$ cat src/rtl/ctrl_pkg.sv
// Opcode match constants, register constants and stage record for the Thumb-subset pipeline tracker.
package ctrl_pkg;

  localparam int CTRL_IR_W  = 16;
  localparam int CTRL_REG_AW = 4;

  // Patterns apply to ir[15:7]; the mask marks the opcode bits that must match.
  localparam logic [8:0] ADD_IMM      = 9'b0001110_00;
  localparam logic [8:0] ADD_IMM_MASK = 9'b1111111_00;
  localparam logic [8:0] SUB_SP       = 9'b101100001;
  localparam logic [8:0] SUB_SP_MASK  = 9'b111111111;
  localparam logic [8:0] MOV_IMM      = 9'b00100_0000;
  localparam logic [8:0] MOV_IMM_MASK = 9'b11111_0000;
  localparam logic [8:0] MOV_REG      = 9'b01000110_0;
  localparam logic [8:0] MOV_REG_MASK = 9'b11111111_0;
  localparam logic [8:0] LDR_IMM      = 9'b01101_0000;
  localparam logic [8:0] LDR_IMM_MASK = 9'b11111_0000;

  localparam logic [CTRL_REG_AW-1:0] SP_ADDR = 4'd13;

  typedef struct packed {
    logic [CTRL_IR_W-1:0]   ir;
    logic [CTRL_REG_AW-1:0] rd_addr;
    logic                   rd_en;
  } stage_t;

  function automatic logic op_match(input logic [8:0] op, input logic [8:0] pat,
                                    input logic [8:0] mask);
    return (op & mask) == pat;
  endfunction

endpackage

$ cat src/rtl/ctrl_rd_decode.sv
// Combinational destination-register decode for an instruction entering the tracked pipeline.
module ctrl_rd_decode
  import ctrl_pkg::*;
#(
  parameter int IR_W   = 16,
  parameter int REG_AW = 4
) (
  input  logic [IR_W-1:0]   ir,
  input  logic              valid,
  input  logic              flush,
  output logic [REG_AW-1:0] rd_addr,
  output logic              rd_en
);

  logic [8:0] op;
  logic [3:0] rd;
  logic       match;
  logic       unused_ir_bits;

  assign op             = ir[15:7];
  assign unused_ir_bits = ^ir;

  always_comb begin
    rd    = '0;
    match = 1'b0;
    if (op_match(op, ADD_IMM, ADD_IMM_MASK)) begin
      rd    = {1'b0, ir[2:0]};
      match = 1'b1;
    end else if (op_match(op, SUB_SP, SUB_SP_MASK)) begin
      rd    = SP_ADDR;
      match = 1'b1;
    end else if (op_match(op, MOV_IMM, MOV_IMM_MASK)) begin
      rd    = {1'b0, ir[10:8]};
      match = 1'b1;
    end else if (op_match(op, MOV_REG, MOV_REG_MASK)) begin
      // ir[7] selects the high register bank
      rd    = {ir[7], ir[2:0]};
      match = 1'b1;
    end else if (op_match(op, LDR_IMM, LDR_IMM_MASK)) begin
      rd    = {1'b0, ir[2:0]};
      match = 1'b1;
    end
  end

  assign rd_addr = REG_AW'(rd);
  assign rd_en   = match & valid & ~flush;

endmodule

$ cat src/rtl/ctrl_pipe_track.sv
// Pipeline control tracker: IR/rd per stage, writeback strobe, RAW hazard and forward select.
// Optional performance counters enabled with `define CTRL_PIPE_PERF_EN.
module ctrl_pipe_track
  import ctrl_pkg::*;
#(
  parameter int IR_W   = 16,
  parameter int DEPTH  = 3,
  parameter int REG_AW = 4,
  parameter int N_SRC  = 2
) (
  input  logic                    clk,
  input  logic                    rst_n,
  input  logic                    i_stall,
  input  logic                    i_flush,
  input  logic [IR_W-1:0]         i_ir,
  input  logic                    i_valid,
  input  logic [N_SRC*REG_AW-1:0] i_src_addr,
  input  logic [N_SRC-1:0]        i_src_en,
  output logic [IR_W-1:0]         o_ir_wb_r,
  output logic [DEPTH*REG_AW-1:0] o_rd_addr_r,
  output logic [DEPTH-1:0]        o_rd_en_r,
  output logic                    o_wb_en_r,
  output logic [N_SRC-1:0]        o_hazard,
  output logic [N_SRC*3-1:0]      o_fwd_sel
`ifdef CTRL_PIPE_PERF_EN
  ,
  output logic [31:0]             o_stall_cnt_r,
  output logic [31:0]             o_hazard_cnt_r
`endif
);

  logic [IR_W-1:0]   ir_reg      [DEPTH];
  logic [REG_AW-1:0] rd_addr_reg [DEPTH];
  logic              rd_en_reg   [DEPTH];

  logic [REG_AW-1:0] dec_rd_addr;
  logic              dec_rd_en;

  ctrl_rd_decode #(
    .IR_W  (IR_W),
    .REG_AW(REG_AW)
  ) u_rd_decode (
    .ir     (i_ir),
    .valid  (i_valid),
    .flush  (i_flush),
    .rd_addr(dec_rd_addr),
    .rd_en  (dec_rd_en)
  );

  // Flush overrides stall for stage 0 only; older stages follow the stall alone.
  always_ff @(posedge clk or negedge rst_n) begin
    if (!rst_n) begin
      for (int n = 0; n < DEPTH; n++) begin
        ir_reg[n]      <= '0;
        rd_addr_reg[n] <= '0;
        rd_en_reg[n]   <= 1'b0;
      end
    end else begin
      if (i_flush) begin
        ir_reg[0]      <= '0;
        rd_addr_reg[0] <= '0;
        rd_en_reg[0]   <= 1'b0;
      end else if (!i_stall) begin
        ir_reg[0]      <= i_ir;
        rd_addr_reg[0] <= dec_rd_addr;
        rd_en_reg[0]   <= dec_rd_en;
      end
      if (!i_stall) begin
        for (int n = 1; n < DEPTH; n++) begin
          ir_reg[n]      <= ir_reg[n-1];
          rd_addr_reg[n] <= rd_addr_reg[n-1];
          rd_en_reg[n]   <= rd_en_reg[n-1];
        end
      end
    end
  end

  always_ff @(posedge clk or negedge rst_n) begin
    if (!rst_n) begin
      o_wb_en_r <= 1'b0;
    end else begin
      o_wb_en_r <= ~i_stall & rd_en_reg[DEPTH-2];
    end
  end

  assign o_ir_wb_r = ir_reg[DEPTH-1];

  generate
    for (genvar gi = 0; gi < DEPTH; gi++) begin : g_stage_out
      assign o_rd_addr_r[gi*REG_AW +: REG_AW] = rd_addr_reg[gi];
      assign o_rd_en_r[gi]                    = rd_en_reg[gi];
    end
  endgenerate

  generate
    for (genvar gi = 0; gi < N_SRC; gi++) begin : g_hazard
      logic [REG_AW-1:0] src;
      logic              hit;
      logic [2:0]        sel;

      assign src = i_src_addr[gi*REG_AW +: REG_AW];

      // Scan oldest to youngest so the youngest matching producer is the last to win.
      always_comb begin
        hit = 1'b0;
        sel = '0;
        for (int n = DEPTH - 1; n >= 0; n--) begin
          if (i_src_en[gi] && rd_en_reg[n] && (rd_addr_reg[n] == src)) begin
            hit = 1'b1;
            sel = 3'(n);
          end
        end
      end

      assign o_hazard[gi]        = hit;
      assign o_fwd_sel[gi*3 +: 3] = sel;
    end
  endgenerate

`ifdef CTRL_PIPE_PERF_EN
  always_ff @(posedge clk or negedge rst_n) begin
    if (!rst_n) begin
      o_stall_cnt_r  <= '0;
      o_hazard_cnt_r <= '0;
    end else begin
      if (i_stall && (o_stall_cnt_r != 32'hFFFF_FFFF)) begin
        o_stall_cnt_r <= o_stall_cnt_r + 32'd1;
      end
      if ((|o_hazard) && (o_hazard_cnt_r != 32'hFFFF_FFFF)) begin
        o_hazard_cnt_r <= o_hazard_cnt_r + 32'd1;
      end
    end
  end
`endif

endmodule

$ cat config.mk
export PLATFORM = sky130hd
export DESIGN_NAME = ctrl_pipe_track
export DESIGN_NICKNAME = d
export VERILOG_FILES = /design/src/rtl/ctrl_pkg.sv /design/src/rtl/ctrl_rd_decode.sv /design/src/rtl/ctrl_pipe_track.sv
export SDC_FILE = /design/constraint.sdc
export NUM_CORES = 1
export LEC_CHECK = 0
export CAP_MARGIN = 10
export CORE_MARGIN = 1
export CORE_UTILIZATION = 50
export CTS_CLUSTER_SIZE = 12
export DETAILED_ROUTE_END_ITERATION = 7
export PLACE_DENSITY = 0.8
export SYNTH_ARGS = -nofsm -noshare
export SYNTH_HDL_FRONTEND = slang
export SYNTH_SLANG_ARGS = --single-unit
$ cat constraint.sdc
create_clock -name clk -period 1.7 [get_ports clk]
set_clock_uncertainty 0.15 [all_clocks]
set_input_delay 0.255 -clock clk [delete_from_list [all_inputs] [get_ports clk]]
set_output_delay 0.255 -clock clk [all_outputs]
set_load 0.02 [all_outputs]
## Word-level counts from Yosys, hierarchy flattened

Index checks and enable logic that the tools add are counted.

- Bits in registers: 64
- Bits in latches: 0
- Memory bits (writable): 0
- ROM bits: 0
- Bits of input ports: 31
- Output and inout bits: 40
- Logic and storage cells: 67
- Memories: 0

- Add/subtract/negate cells: 0
- Multiply operators: 0
- Divide/modulo/power cells: 0
- $lt $le $gt $ge: 0
- Equal/unequal tests: 12
- Shift-type cells: 0
- Muxes and demuxes: 28
- Bitwise gates (word level): 5
- Reduce and logical (&&, ||, !) cells: 12

Operator list:

| cell | count |
|---|---|
| 16-bit two-way mux | 2 |
| 4-bit equality test | 6 |
| 4-bit two-way mux | 6 |
| 3-bit two-way mux | 5 |
| 1-bit two-way mux | 13 |
| 1-bit logical AND | 12 |
| 9-bit equality test (second input constant) | 1 |
| 8-bit by 7-bit equality test with 1-bit output (second input constant) | 1 |
| 7-bit by 4-bit equality test with 1-bit output (second input constant) | 1 |
| 5-bit by 3-bit equality test with 1-bit output (second input constant) | 1 |
| 5-bit by 4-bit equality test with 1-bit output (second input constant) | 1 |
| 2-bit two-way mux | 2 |
| 1-bit AND | 3 |
| 2-bit by 1-bit != test with 1-bit output (second input constant) | 1 |
| 1-bit inverter | 2 |

## Longest topological paths before layout

Gate-level depths: netlist of run 1.

- Depth after elaboration: 10
- Depth in mapped cells: 5
- Depth with buffers taken out: 4

## Cells and area by module

Synthesis of run 1 repeated with hierarchy kept, for this count alone.

- Cells, all modules: 248
- Area total of the unflattened synthesis: 3083.0 sq um

By module, submodules not included:

| module | times used | cells an instance | area each (sq um) | sequential area each (sq um) |
|---|---|---|---|---|
| ctrl_pipe_track | 1 | 227 | 2895.3 | 1601.5 |
| ctrl_rd_decode | 1 | 21 | 187.7 | 0.0 |

## Least setup slack after synthesis of run 1

Ideal clock, no wire load.

- Kind: reg2out
- From: register rd_addr_reg, in the netlist o_rd_addr_r[10]
- To: output port o_fwd_sel[1]
- Arrival time: 1492 ps
- Data required time: 1295 ps
- Slack: -197 ps
- Stages on the path, launching flop included: 5
- Cell sequence: dfrtp_1 xor2_1 nor3_1 nand4_1 nor3b_1

- Longest elaborated chain between the ends: 5

Ends and longest elaborated chain:

| element | RTL line | source |
|---|---|---|
| start, declared | ctrl_pipe_track.sv:33 | `logic [REG_AW-1:0] rd_addr_reg [DEPTH];` |
| start signal, assigned by index | ctrl_pipe_track.sv:71 | `rd_addr_reg[n] <= rd_addr_reg[n-1];` |
| 4-bit equality test | ctrl_pipe_track.sv:108 | `if (i_src_en[gi] && rd_en_reg[n] && (rd_addr_reg[n] == src)) begin` |
| 1-bit logical AND | ctrl_pipe_track.sv:108 |  |
| 2-bit two-way mux | ctrl_pipe_track.sv:108 |  |
| 3-bit two-way mux (2 in series) | ctrl_pipe_track.sv:108 |  |
| end, declared | ctrl_pipe_track.sv:24 | `output logic [N_SRC*3-1:0] o_fwd_sel` |

Every way passes these cells.

## Worst setup path after layout of run 1

- From: register rd_addr_reg, in the netlist o_rd_addr_r[6]
- To: output port o_hazard[1]

- Longest elaborated chain between the ends: 4

Ends and longest elaborated chain:

| element | RTL line | source |
|---|---|---|
| 4-bit equality test | ctrl_pipe_track.sv:108 |  |
| 1-bit logical AND | ctrl_pipe_track.sv:108 |  |
| 1-bit two-way mux (2 in series) | ctrl_pipe_track.sv:108 |  |
| end, declared | ctrl_pipe_track.sv:23 | `output logic [N_SRC-1:0] o_hazard,` |

Every way passes these cells.

==> results.json, run 1 <==
{
  "path_delay_family": "flip-flops",
  "cp_slowest_cell": "dfrtp_2",
  "postPlaceCellArea_um2": 4021,
  "comb_power_share_pct": 16.0,
  "min_period_ps": 2193,
  "routabilityCongestion": 0.9241,
  "cts_tree": "built",
  "cp.depth": 5,
  "first_pass_iters": 4,
  "dieHeight_um": 80.51,
  "grt_pass1_vias": 2371,
  "period_share_pct": 129.0,
  "drtIter0Drc": 164,
  "final_layout_size_suffix_gt1_share_pct": 38.36,
  "p_int_w": 0.002609,
  "seq_power_share_pct": 48.0,
  "design_area_um2": 4388,
  "path_cells": "a222oi_1 -> nand4_1 -> buf_4 -> nand3b_1 -> buf_6",
  "drv_slew": 0,
  "p_leak_nw": 2.330,
  "ios": 71,
  "setup_slack_ps": -493.4,
  "rsz0062_at_grt": "yes",
  "fmax_ghz": 0.4559,
  "cap_violations": 0,
  "diodes": 0,
  "cp.required_ps": 1290,
  "vdd_drop_max_mv": 0.7388,
  "yosysSeqAreaShare_pct": 51.97,
  "wl_per_cell_um": 16.43,
  "whs_ps": 162.9,
  "synth_edf_count": 0,
  "dp_hpwl_um": 4962,
  "fillers": 407,
  "status": "finished, violations left",
  "cts-root-buf": "clkbuf_8",
  "pwr_density_cell_nw_per_um2": 796.7,
  "nets": 392,
  "wl_um": 7228,
  "fin_util_pct": 74.11,
  "ant_nets": 0,
  "crit_type": "flop to primary output",
  "syn_to_final_growth_pct": 42.39,
  "floorplan.die_area_um2": 6481,
  "whs_endpoint": "ir_reg[42]$_DFFE_PN0P_",
  "hold_viol_final": 0,
  "total_power_w": 0.003496,
  "setup_viol": 6,
  "switching_power_w": 0.0008868,
  "r2r-start": "o_rd_addr_r[0]$_DFFE_PN0P_",
  "postSynthAreaPerCell_um2": 12.04,
  "synthCells": 256,
  "largest_reg_flops": 32,
  "r2r-end": "o_rd_addr_r[0]$_DFFE_PN0P_",
  "dp_worst_setup_slack_ps": -832.3,
  "synth_seq_cells": 64,
  "swShare_pct": 25.37,
  "cts_buffers": 9,
  "grt_max_degree": 65,
  "final_common_cell": "dfrtp_1",
  "vias": 2313,
  "overflow": 0,
  "antenna_found_initial": 0,
  "yosysWarnings": 0,
  "cts.clk_slew.worst_paths_ps": 70,
  "coreArea_um2": 5921,
  "vias_per_cell": 5.257,
  "rr_worst_depth": 4,
  "dieWidth_um": 80.51,
  "ff2ff_setup_slack_ps": 320,
  "cp-start-kind": "flop",
  "path_buf_inv": 2,
  "arrival_ps": 1790,
  "synth-async-reset-ratio_pct": 100.0,
  "clock_latency_ps": 340,
  "yosysUniqueCellTypes": 40,
  "fp-row-count": 28,
  "grt_use_total_pct": 24.33,
  "initial_utilization_pct": 52.05,
  "violations": "setup timing",
  "min_path_cells": 4,
  "syn_area_um2": 3082,
  "holdCritStartpoint": "i_ir[10]",
  "htree_num_levels": 3,
  "cts_buffer_depth": 2,
  "grt_pass1_wl_um": 11490,
  "max_stage_delay_ps": 440,
  "route.detailed.drc": 0,
  "clock_sinks": 64,
  "cp-end-kind": "primary output",
  "port_buffers": 68,
  "final_cell_mix": "dfrtp_1 (59), buf_4 (48), mux2_2 (38)",
  "path_max_fanout": 4,
  "min_path_type": "input port to flop",
  "clock_power_share_pct": 36.0,
  "ys.flop_type": "dfrtp_1"
}
-- worst max path at each step --
stage / startpoint / to / slack (ps)
finish: o_rd_addr_r[6]$_DFFE_PN0N_ / o_hazard[1] / -490
global route: o_rd_addr_r[5]$_DFFE_PN0N_ / o_hazard[1] / -560
CTS: o_rd_addr_r[2]$_DFFE_PN0P_ / o_fwd_sel[1] / -460
detailed placement: i_src_addr[6] / o_fwd_sel[4] / -830
global placement: i_src_addr[6] / o_fwd_sel[4] / -740
floorplan: o_rd_addr_r[5]$_DFFE_PN0N_ / o_fwd_sel[3] / -40
-- final cells by class --
| class | count | area [um^2] | area share [%] |
|---|---|---|---|
| Clock buffer | 11 | 141.4 | 3.222 |
| Clock inverter | 4 | 45.04 | 1.027 |
| Inverter | 5 | 18.77 | 0.4277 |
| Multi-Input combinational cell | 159 | 1366 | 31.14 |
| Sequential cell | 64 | 1608 | 36.64 |
| Tap cell | 75 | 93.84 | 2.139 |
| Timing Repair Buffer | 122 | 1115 | 25.41 |
-- worst reg2reg max path: stages (launching register included) --
cell and delay [ps]:
dfrtp_1 400, buf_4 150, buf_4 130, and2_1 130
a311o_1 310
-- power by group through the flow --
| stage | clock network (W) | logic, W | registers, W |
|---|---|---|---|
| 6_report | 0.00126 | 0.000560 | 0.00168 |
| 5_1_grt | 0.00135 | 0.000605 | 0.00169 |
| 3_5_place_dp | 0 | 0.000578 | 0.00171 |
| 2_1_floorplan | 0 | 0.000327 | 0.00170 |
| 4_1_cts | 0.00129 | 0.000553 | 0.00168 |
| 3_3_place_gp | 0 | 0.000562 | 0.00170 |
-- timing repair --
action | in CTS | in global routing
buffers inserted | 8 | 5
endpoints found under the setup margin | 37 | 16
hold buffers | 1 | 0
hold endpoints to repair | 64 | 0
gates cloned | 0 | 0
pin swaps | 9 | 12
gates resized for setup | 78 | 28
-- metal layers --
layer | share of wire (%) | GRT usage, % | vias to the layer above
met5 | 0 | 0 | -
met4 | 4.5 | 15.89 | 0
met3 | 2.9 | 4.432 | 27
met2 | 48 | 38.05 | 54
met1 | 44 | 30.70 | 1149
li1 | - | - | 1083
-- stage by stage --
stage | TNS, ps | cells
after floorplan | -96.83 | 257
after global placement | -6011 | 411
after detailed placement | -6418 | 411
after CTS | -2408 | 435
after global routing | -3075 | 440
final | -2738 | 440
-- logic make-up after synthesis --
group	share of synthesized area (%)
simple gates	10.84
mux	19.08
flops	51.97
other cells	0.1217
xor+xnor	5.968
buf+inv	6.740
compound gates	5.278
-- cell usage after synthesis, drive strengths merged (3+ instances only) --
| master | number | area share (%) |
|---|---|---|
| nor4 | 4 | 1.3 |
| nor3 | 3 | 0.49 |
| nand2 | 6 | 0.73 |
| xor2 | 15 | 4.3 |
| nand4 | 4 | 0.81 |
| a311o | 3 | 1.0 |
| mux2 | 38 | 14 |
| o21ai | 5 | 0.81 |
| xnor2 | 6 | 1.7 |
| a22oi | 3 | 0.73 |
| buf | 27 | 5.9 |
| dfrtp | 64 | 52 |
| nor3b | 3 | 0.73 |
| a21oi | 5 | 0.81 |
| mux2i | 16 | 5.2 |
| nor2 | 22 | 2.7 |
| nor2b | 3 | 0.61 |
| nand3 | 4 | 0.65 |
| inv | 5 | 0.61 |
(Power assumes the default switching activity.)
==> inputs of run 2 (changes only) <==
Settings changed: CORE_MARGIN 1 to 10, REMOVE_ABC_BUFFERS from default to 1.
==> run 2 against run 1 <==
Compared with the run above:
- cell area down 3.0%
- wire length down 1.3%
- maximum frequency up 6.9%
- global-route usage down 9.6 points
- core utilization down 2.7 points
- critical path depth up 1
- first-iteration DRC count down 56%
- combinational power down 2%
- the flow still finishes with violations (setup timing)
- highest routed layer unchanged
==> results.json, run 2 (same netlist as run 1, synthesis figures left out) <==
{
  "grt_pass1_wl_um": 11530,
  "port_buffers": 68,
  "setup_slack_ps": -351.2,
  "clock_sinks": 64,
  "wl_um": 7133,
  "final_cell_mix": "dfrtp_1 (62), buf_4 (45), mux2_2 (38)",
  "status": "finished, violations left",
  "max_stage_delay_ps": 490,
  "cts-root-buf": "clkbuf_8",
  "htree_num_levels": 3,
  "wl_per_cell_um": 16.47,
  "dp_hpwl_um": 5440,
  "place_inst": 415,
  "cts.clk_slew.worst_paths_ps": 70,
  "cp.required_ps": 1290,
  "path_buf_inv": 2,
  "vias_per_cell": 5.118,
  "drt-met1-wl_um": 3000,
  "min_path_type": "input port to flop",
  "setup_tns_ps": -1885,
  "arrival_ps": 1650,
  "drtIter0Drc": 72,
  "path_cells": "clkdlybuf4s50_1 -> xor2_1 -> nor3_1 -> nand4_1 -> nor3b_1 -> buf_2",
  "ios": 71,
  "period_share_pct": 120.7,
  "cts_buffer_depth": 2,
  "vias": 2216,
  "fin_util_pct": 71.45,
  "fmax_ghz": 0.4875,
  "swShare_pct": 25.46,
  "cts_tree": "built",
  "final_common_cell": "dfrtp_1",
  "highest_layer": "met4",
  "routabilityCongestion": 0.8935,
  "min_period_ps": 2051,
  "crit_type": "input port to primary output",
  "path_max_fanout": 3,
  "nets": 385,
  "initial_utilization_pct": 51.74,
  "clock_latency_ps": 330,
  "path_delay_family": "buffers and inverters",
  "overflow": 0,
  "wl_met3_um": 270,
  "first_pass_iters": 4,
  "ant_nets": 0,
  "syn_to_final_growth_pct": 38.08,
  "floorplan.die_area_um2": 9703,
  "comb_power_share_pct": 16.0,
  "hold_viol_final": 0,
  "grt_use_total_pct": 14.74,
  "setup_viol": 6,
  "antenna_found_initial": 0,
  "seq_power_share_pct": 48.8,
  "grt_pass1_vias": 2370,
  "whs_ps": 96.42,
  "grt_max_degree": 65,
  "coreArea_um2": 5956,
  "route.met2.wl_um": 3695,
  "vdd_drop_max_mv": 0.5959,
  "cp_slowest_cell": "clkdlybuf4s50_1",
  "diodes": 0,
  "dieHeight_um": 98.51,
  "switching_power_w": 0.0008750,
  "dieWidth_um": 98.51,
  "cap_violations": 0,
  "route.detailed.drc": 0,
  "p_leak_nw": 2.233,
  "fin_cells": 433,
  "fp-row-count": 28,
  "clock_power_share_pct": 35.3,
  "drv_slew": 0,
  "p_int_w": 0.002562,
  "cp-start-kind": "input port",
  "rsz0062_at_grt": "yes",
  "violations": "setup timing",
  "largest_reg_flops": 32,
  "cts_buffers": 9,
  "final_layout_size_suffix_gt1_share_pct": 35.20,
  "pwr_density_cell_nw_per_um2": 807.7,
  "cp-end-kind": "primary output"
}
-- run 2: cell count changes in the layout (fill, tap and decap cells not counted), sizes merged --
cell           before  now
clkinvlp            0    1
clkdlybuf4s15       2    3
buf                62   54
clkdlybuf4s50      17   19
dlymetal6s2s       10    6
clkinv              3    4
-- run 2: worst paths after layout --
path	from	to	slack (ps)	cells after the start
hold / removal	i_ir[15]	ir_reg[47]$_DFFE_PN0P_	100	3
hold reg to reg	o_ir_wb_r[12]$_DFFE_PN0N_	o_ir_wb_r[12]$_DFFE_PN0N_	350	1
min in group asynchronous	rst_n	ir_reg[34]$_DFFE_PN0P_	340	3
max in group asynchronous	rst_n	o_rd_addr_r[3]$_DFFE_PN0P_	780	3
setup reg to reg	o_rd_addr_r[2]$_DFFE_PN0P_	o_rd_addr_r[2]$_DFFE_PN0P_	420	3
setup / recovery	i_src_addr[3]	o_fwd_sel[1]	-350	6
-- run 2: stage by stage --
step / total power, W / worst slack (ps) / instance area, um^2
after floorplan: 0.001930 / -196.6 / 2897
after global placement: 0.002268 / -798.2 / 4029
after detailed placement: 0.002290 / -841.7 / 4029
after CTS: 0.003485 / -377.3 / 4195
after global routing: 0.003611 / -463.7 / 4255
final: 0.003437 / -351.2 / 4255
-- run 2: worst reg2reg max path, delay by kind of cell (launching register included) --
kind / cells / cell delay, ps
AND/OR/NAND/NOR: 1 / 130
flip-flops: 1 / 430
buffers and inverters: 1 / 160
AO/OA/AOI/OAI: 1 / 300
-- run 2: metal layers --
| layer | vias up | global-route usage (%) |
|---|---|---|
| li1 | 1078 | - |
| met1 | 1082 | 16.68 |
| met2 | 45 | 24.71 |
| met3 | 11 | 4.050 |
| met4 | 0 | 7.938 |
| met5 | - | 0 |
-- run 2: final cells by class --
type / instances / area [um^2]
fill: 421 / 1700
tap: 75 / 93.84
inverter: 5 / 18.77
clock inverter: 6 / 61.31
sequential: 64 / 1604
clock buffer: 9 / 123.9
timing repair buffer: 115 / 1026
multi-input combinational: 159 / 1328
-- run 2: power by group through the flow --
stage          clock, W  sequential, W  combinational [W]
2_1_floorplan         0        0.00176           0.000173
3_3_place_gp          0        0.00170           0.000569
3_5_place_dp          0        0.00171           0.000582
4_1_cts         0.00126        0.00168           0.000550
5_1_grt         0.00133        0.00169           0.000594
6_report        0.00121        0.00168           0.000549
-- run 2: what timing repair did --
action                                 CTS  global route
gates resized for setup                 75            19
endpoints found under the hold margin   64             0
pin swaps                                6             6
hold buffers                             1             0
setup buffers                            1             1
setup endpoints to repair               40            13
